### src/rtl/spi_clk_gen.sv
// SPI serial clock and bit-strobe generator: divides clk_i down to spi_bus_clk (CPOL/CPHA aware)
// and issues registered sample/shift strobes for one transfer of len_i bits per accepted start.
module spi_clk_gen #(
  parameter int DLY       = 1,
  parameter int DIV_WIDTH = 8,
  parameter int CNT_WIDTH = 6
) (
  input  logic                 clk_i,
  input  logic                 rst_n_i,
  input  logic                 cpol,
  input  logic                 cpha,
  input  logic [DIV_WIDTH-1:0] div_i,
  input  logic [CNT_WIDTH-1:0] len_i,
  input  logic                 start_i,
  input  logic                 abort_i,
  output logic                 busy_o,
  output logic                 spi_bus_clk,
  output logic                 bit_en,
  output logic                 shift_en,
  output logic                 eot_o
);

  typedef enum logic [1:0] {
    IDLE,
    RUN,
    TAIL
  } state_e;

  localparam logic [DIV_WIDTH-1:0] DivOne  = 1;
  localparam logic [CNT_WIDTH:0]   EdgeOne = 1;

  // DLY is kept so existing parameter overrides still elaborate; register updates carry no delay.
  if (DLY < 0) begin : g_dly_unused
  end

  state_e               state_q, state_d;
  logic                 cpol_q, cpol_d;
  logic                 cpha_q, cpha_d;
  logic [DIV_WIDTH-1:0] div_q, div_d;
  logic [DIV_WIDTH-1:0] div_cnt_q, div_cnt_d;
  logic [CNT_WIDTH-1:0] len_q, len_d;
  logic [CNT_WIDTH:0]   edge_cnt_q, edge_cnt_d;
  logic                 sclk_q, sclk_d;
  logic                 bit_en_q, bit_en_d;
  logic                 shift_en_q, shift_en_d;
  logic                 eot_q, eot_d;
  logic                 tick;
  logic                 leading;
  logic                 last_edge;

  always_comb begin
    tick      = (div_cnt_q == div_q);
    leading   = ~edge_cnt_q[0];
    last_edge = (edge_cnt_q == ({len_q, 1'b0} - EdgeOne));

    state_d    = state_q;
    cpol_d     = cpol_q;
    cpha_d     = cpha_q;
    div_d      = div_q;
    len_d      = len_q;
    div_cnt_d  = div_cnt_q;
    edge_cnt_d = edge_cnt_q;
    sclk_d     = sclk_q;
    bit_en_d   = 1'b0;
    shift_en_d = 1'b0;
    eot_d      = 1'b0;

    case (state_q)
      IDLE: begin
        sclk_d = cpol;
        if (start_i && !abort_i && (len_i != '0)) begin
          state_d    = RUN;
          cpol_d     = cpol;
          cpha_d     = cpha;
          div_d      = div_i;
          len_d      = len_i;
          div_cnt_d  = '0;
          edge_cnt_d = '0;
          // CPHA=0 needs the first bit on the wire before the first leading edge
          shift_en_d = ~cpha;
        end
      end

      RUN: begin
        if (abort_i) begin
          state_d = IDLE;
          sclk_d  = cpol;
        end else if (tick) begin
          div_cnt_d  = '0;
          sclk_d     = ~sclk_q;
          edge_cnt_d = edge_cnt_q + EdgeOne;
          bit_en_d   = leading ^ cpha_q;
          shift_en_d = cpha_q ? leading : (!leading && !last_edge);
          if (last_edge) begin
            state_d = TAIL;
          end
        end else begin
          div_cnt_d = div_cnt_q + DivOne;
        end
      end

      TAIL: begin
        if (abort_i) begin
          state_d = IDLE;
          sclk_d  = cpol;
        end else begin
          sclk_d = cpol_q;
          if (tick) begin
            div_cnt_d = '0;
            state_d   = IDLE;
            eot_d     = 1'b1;
          end else begin
            div_cnt_d = div_cnt_q + DivOne;
          end
        end
      end

      default: begin
        state_d = IDLE;
        sclk_d  = cpol;
      end
    endcase
  end

  always_ff @(posedge clk_i or negedge rst_n_i) begin
    if (!rst_n_i) begin
      state_q    <= IDLE;
      cpol_q     <= 1'b0;
      cpha_q     <= 1'b0;
      div_q      <= '0;
      len_q      <= '0;
      div_cnt_q  <= '0;
      edge_cnt_q <= '0;
      sclk_q     <= 1'b0;
      bit_en_q   <= 1'b0;
      shift_en_q <= 1'b0;
      eot_q      <= 1'b0;
    end else begin
      state_q    <= state_d;
      cpol_q     <= cpol_d;
      cpha_q     <= cpha_d;
      div_q      <= div_d;
      len_q      <= len_d;
      div_cnt_q  <= div_cnt_d;
      edge_cnt_q <= edge_cnt_d;
      sclk_q     <= sclk_d;
      bit_en_q   <= bit_en_d;
      shift_en_q <= shift_en_d;
      eot_q      <= eot_d;
    end
  end

  assign busy_o      = (state_q != IDLE);
  assign spi_bus_clk = sclk_q;
  assign bit_en      = bit_en_q;
  assign shift_en    = shift_en_q;
  assign eot_o       = eot_q;

endmodule

### config.mk
export PLATFORM = sky130hd
export DESIGN_NAME = spi_clk_gen
export DESIGN_NICKNAME = d
export VERILOG_FILES = /design/src/rtl/spi_clk_gen.sv
export SDC_FILE = /design/constraint.sdc
export NUM_CORES = 1
export LEC_CHECK = 0
export CORE_MARGIN = 8
export CORE_UTILIZATION = 59
export CTS_BUF_LIST = sky130_fd_sc_hd__clkbuf_16
export DETAILED_ROUTE_END_ITERATION = 8
export HOLD_SLACK_MARGIN = 0.03
export PLACE_DENSITY = 0.84
export SYNTH_ARGS = -nofsm -noshare
export SYNTH_HDL_FRONTEND = slang
export SYNTH_SLANG_ARGS = --single-unit
### constraint.sdc
create_clock -name clk_i -period 4.2 [get_ports clk_i]
set_input_delay 0.63 -clock clk_i [delete_from_list [all_inputs] [get_ports clk_i]]
set_output_delay 0.63 -clock clk_i [all_outputs]
set_load 0.1 [all_outputs]
==> key figures <==
STA
  – Final Hold Viols: 0
  – Min cycle time layout: 2.94 ns
  – Post-route clock skew: about 0.0042 ns
  – # setup viols final: 0
  – Normalized max-slew margin: 0.351
  – Period utilization: 0.699
  – Final Max Tran Viols: 0
  – Max Clock Freq: 340 MHz
  – Worst Hold Margin: 0.512 ns
  – RSZ-0062 raised after global routing: false
  – Worst Tran Pin Value: between 0.9 and 1 ns
  – Final setup TNS: 0 ns

Placement
  – Port buffer count: 24
  – DP HPWL: 3180 um
  – Dpl cell area: ~2300 sq um
  – GP Congestion: 0.811

Power
  – Clock power frac: 0.249
  – Sw Pwr: roughly 0.53 mW
  – Pwr/cell area: 582 nW/um^2
  – Int Pwr: a little under 0.9 mW
  – Comb power frac: 0.373
  – Max VDD drop: between 0.3 and 0.4 mV
  – Switching part of the total: 0.374
  – Leakage: 1.04 nW
  – Flop pwr share: 0.378

CTS
  – CTS max path bufs: 2
  – CTS resizes: 0
  – # clock sinks: 37
  – Clock-pin slew on the worst setup and hold paths: around 0.06 ns
  – Skew-Pair Late Insertion Delay: 0.28 ns
  – Cts hold-fix bufs: 0
  – CTS tree: yes
  – Total CTS buffers: 5
  – H-tree levels: 2
  – Root buffer selected by CTS: clkbuf_16
  – Post-CTS Setup Inserts: 0

Run status
  – Outcome: completed

Floorplanning
  – IO Pins: 25
  – Starting Density: 0.612
  – DIE HEIGHT: around 75 um
  – CORE AREA: ~3300 sq um
  – Die width: 74.8 um
  – Die area: approximately 5600 sq um
  – Row count: 21

Critical path
  – CP Class: register to output pin
  – WP data arrival: ~2.3 ns
  – Worst setup EP type: output pin
  – Crit path launch type: register
  – CP required: approximately 3.6 ns
  – Crit path max fanout: 6

Synth
  – Seq/Total Area, Yosys: 0.454
  – Synth Net Count: approximately 220
  – Top FF cell, synth: dfrtp_1
  – Synth warn: 0
  – #FFs+latches synth: 37
  – Cell Area, Synth: approximately 2000 sq um
  – Fraction of registers with async set/reset: 1.00
  – Mean Syn Cell Area: roughly 10 sq um
  – Mapped Cells: around 200
  – Post-synth EDFFs: 0
  – Distinct cells, synth: between 40 and 50

Final layout
  – P&R area growth vs syn: 19.7%
  – Filler cells: about 250
  – N_diodes: 0
  – Layout cell share with drive strength beyond 1: 0.115
  – Final Util: 0.732
  – Final instance area: between 2000 and 2500 sq um
  – Layout Nets: roughly 250

Global routing
  – Largest net degree at the start of global routing: 38
  – GRT Util Overall: 0.182
  – Vias in the first global route: roughly 1700
  – First-pass GRT wire length: 7740 um
  – GR Overflow Total: 0
  – Initial antenna violation count: 0

Hold path
  – Hold Crit Class: register to register

Routing
  – Pre-antenna DRT Iters: 4
  – DR iter-0 viols: ~150
  – WL/cell: 16.8 um
  – Via count: between 1500 and 2000
  – Routed Antenna Nets: 0
  – Post-route DRC violation count: 0
  – Mean number of vias per cell: between 5 and 6
  – Total wire length: approximately 4600 um

Job
  – Max-Cap Viols: 0
-- through the flow --
stage / setup WS, ns / cells / power, mW
6_report: 1.26 / 272 / 1.42
3_5_place_dp: 1.06 / 264 / 1.06
5_1_grt: 1.21 / 272 / 1.49
2_1_floorplan: 1.91 / 198 / 0.925
4_1_cts: 1.26 / 272 / 1.42
3_3_place_gp: 1.18 / 264 / 1.03
-- cell usage after synthesis (4+ instances only) --
library cell | count | area share
and3_1 | 5 | 0.015
xor2_1 | 6 | 0.026
inv_1 | 8 | 0.015
nor2_1 | 17 | 0.031
mux2_1 | 7 | 0.039
o21ai_0 | 14 | 0.034
mux2_2 | 10 | 0.055
dfrtp_1 | 37 | 0.45
a21oi_1 | 4 | 0.0098
nand2_1 | 12 | 0.022
nor2b_1 | 7 | 0.021
nand4_1 | 4 | 0.012
ha_1 | 6 | 0.037
xnor2_1 | 14 | 0.060
nand3_1 | 8 | 0.020
-- cell type report --
cell class                 instances  area, sq um  area share
sequential                        37          926       0.379
clock inverter                     3         13.8     0.00563
tap                               46         57.6      0.0236
multi-input combinational        148         1040       0.427
timing repair buffer              25          248       0.101
clock buffer                       5          125      0.0512
inverter                           8         30.0      0.0123
-- sequential cells by signal, indices dropped and copies added, names as in the netlist --
| signal | cells |
|---|---|
| div_cnt_q | 8 |
| div_q | 8 |
| edge_cnt_q | 7 |
| len_q | 6 |
| state_q | 2 |
| bit_en | 1 |
| cpha_q | 1 |
| cpol_q | 1 |
| eot_o | 1 |
| shift_en | 1 |
| spi_bus_clk | 1 |
-- worst max-delay path: stages, from the launching register on --
cell	delay (ns)
dfrtp_1	0.36
inv_1	0.09
ha_1	0.28
inv_1	0.15
clkdlybuf4s50_1	1.15
-- placed cells by master (no fill, tap or decap), types with 2 or more instances in the layout --
cell type and instances:
a21oi_1 4, o21ai_0 14, mux2_1 7, or2_2 2, nor2b_1 7, ha_1 6
o31ai_1 2, clkinv_2 2, a32o_1 2, nand3_1 8, xor2_1 6, o21bai_1 2
clkbuf_16 5, mux2_2 10, nor2_2 2, or3_1 3, and3_1 5, clkdlybuf4s50_1 24
dfrtp_1 37, inv_1 9, nor3_1 3, nand4_1 4, nor2_1 17, xnor2_1 14
nand2_1 12
-- power by group through the flow --
stage	clock (mW)	combinational (mW)	sequential (mW)
floorplan	0	0.371	0.554
global placement	0	0.493	0.534
detailed placement	0	0.519	0.538
CTS	0.358	0.531	0.536
global route	0.367	0.576	0.548
finish	0.354	0.530	0.537
-- path summary, 6_finish.rpt --
kind                                        startpoint  slack [ns]  cells past startpoint                        to
worst max-delay path            state_q[0]$_DFFE_PN0P_        1.26                      4                    busy_o
worst min-delay path                cpol_q$_DFFE_PN0P_        0.51                      1        cpol_q$_DFFE_PN0P_
min in group asynchronous                      rst_n_i        0.76                      2        shift_en$_DFF_PN0_
worst max register to register  state_q[0]$_DFFE_PN0P_        1.98                      5      len_q[5]$_DFFE_PN0P_
worst min register to register      cpol_q$_DFFE_PN0P_        0.51                      1        cpol_q$_DFFE_PN0P_
max in group asynchronous                      rst_n_i        3.11                      2  div_cnt_q[4]$_DFFE_PN0P_
-- kinds of logic (layout without fill, tap and decap cells) --
logic type                 count (synthesis)  in the layout  synth area share
AOI/OAI and AO/OA                         37             37             0.121
xor gates and xnor gates                  20             20            0.0858
adders and majority gates                  6              6            0.0368
buffers and inverters                     13             41            0.0349
DFF                                       37             37             0.454
muxes                                     18             18            0.0987
and+or+nand+nor                           67             67             0.169
-- per-layer routing --
layer | GRT usage | vias up | wire, um
li1 | - | 760 | -
met1 | 0.209 | 783 | 1890
met2 | 0.306 | 66 | 2290
met3 | 0.0466 | 10 | 288
met4 | 0.0891 | 0 | 100
met5 | 0 | - | 0
No activity file was read; power rests on OpenSTA's default activity.
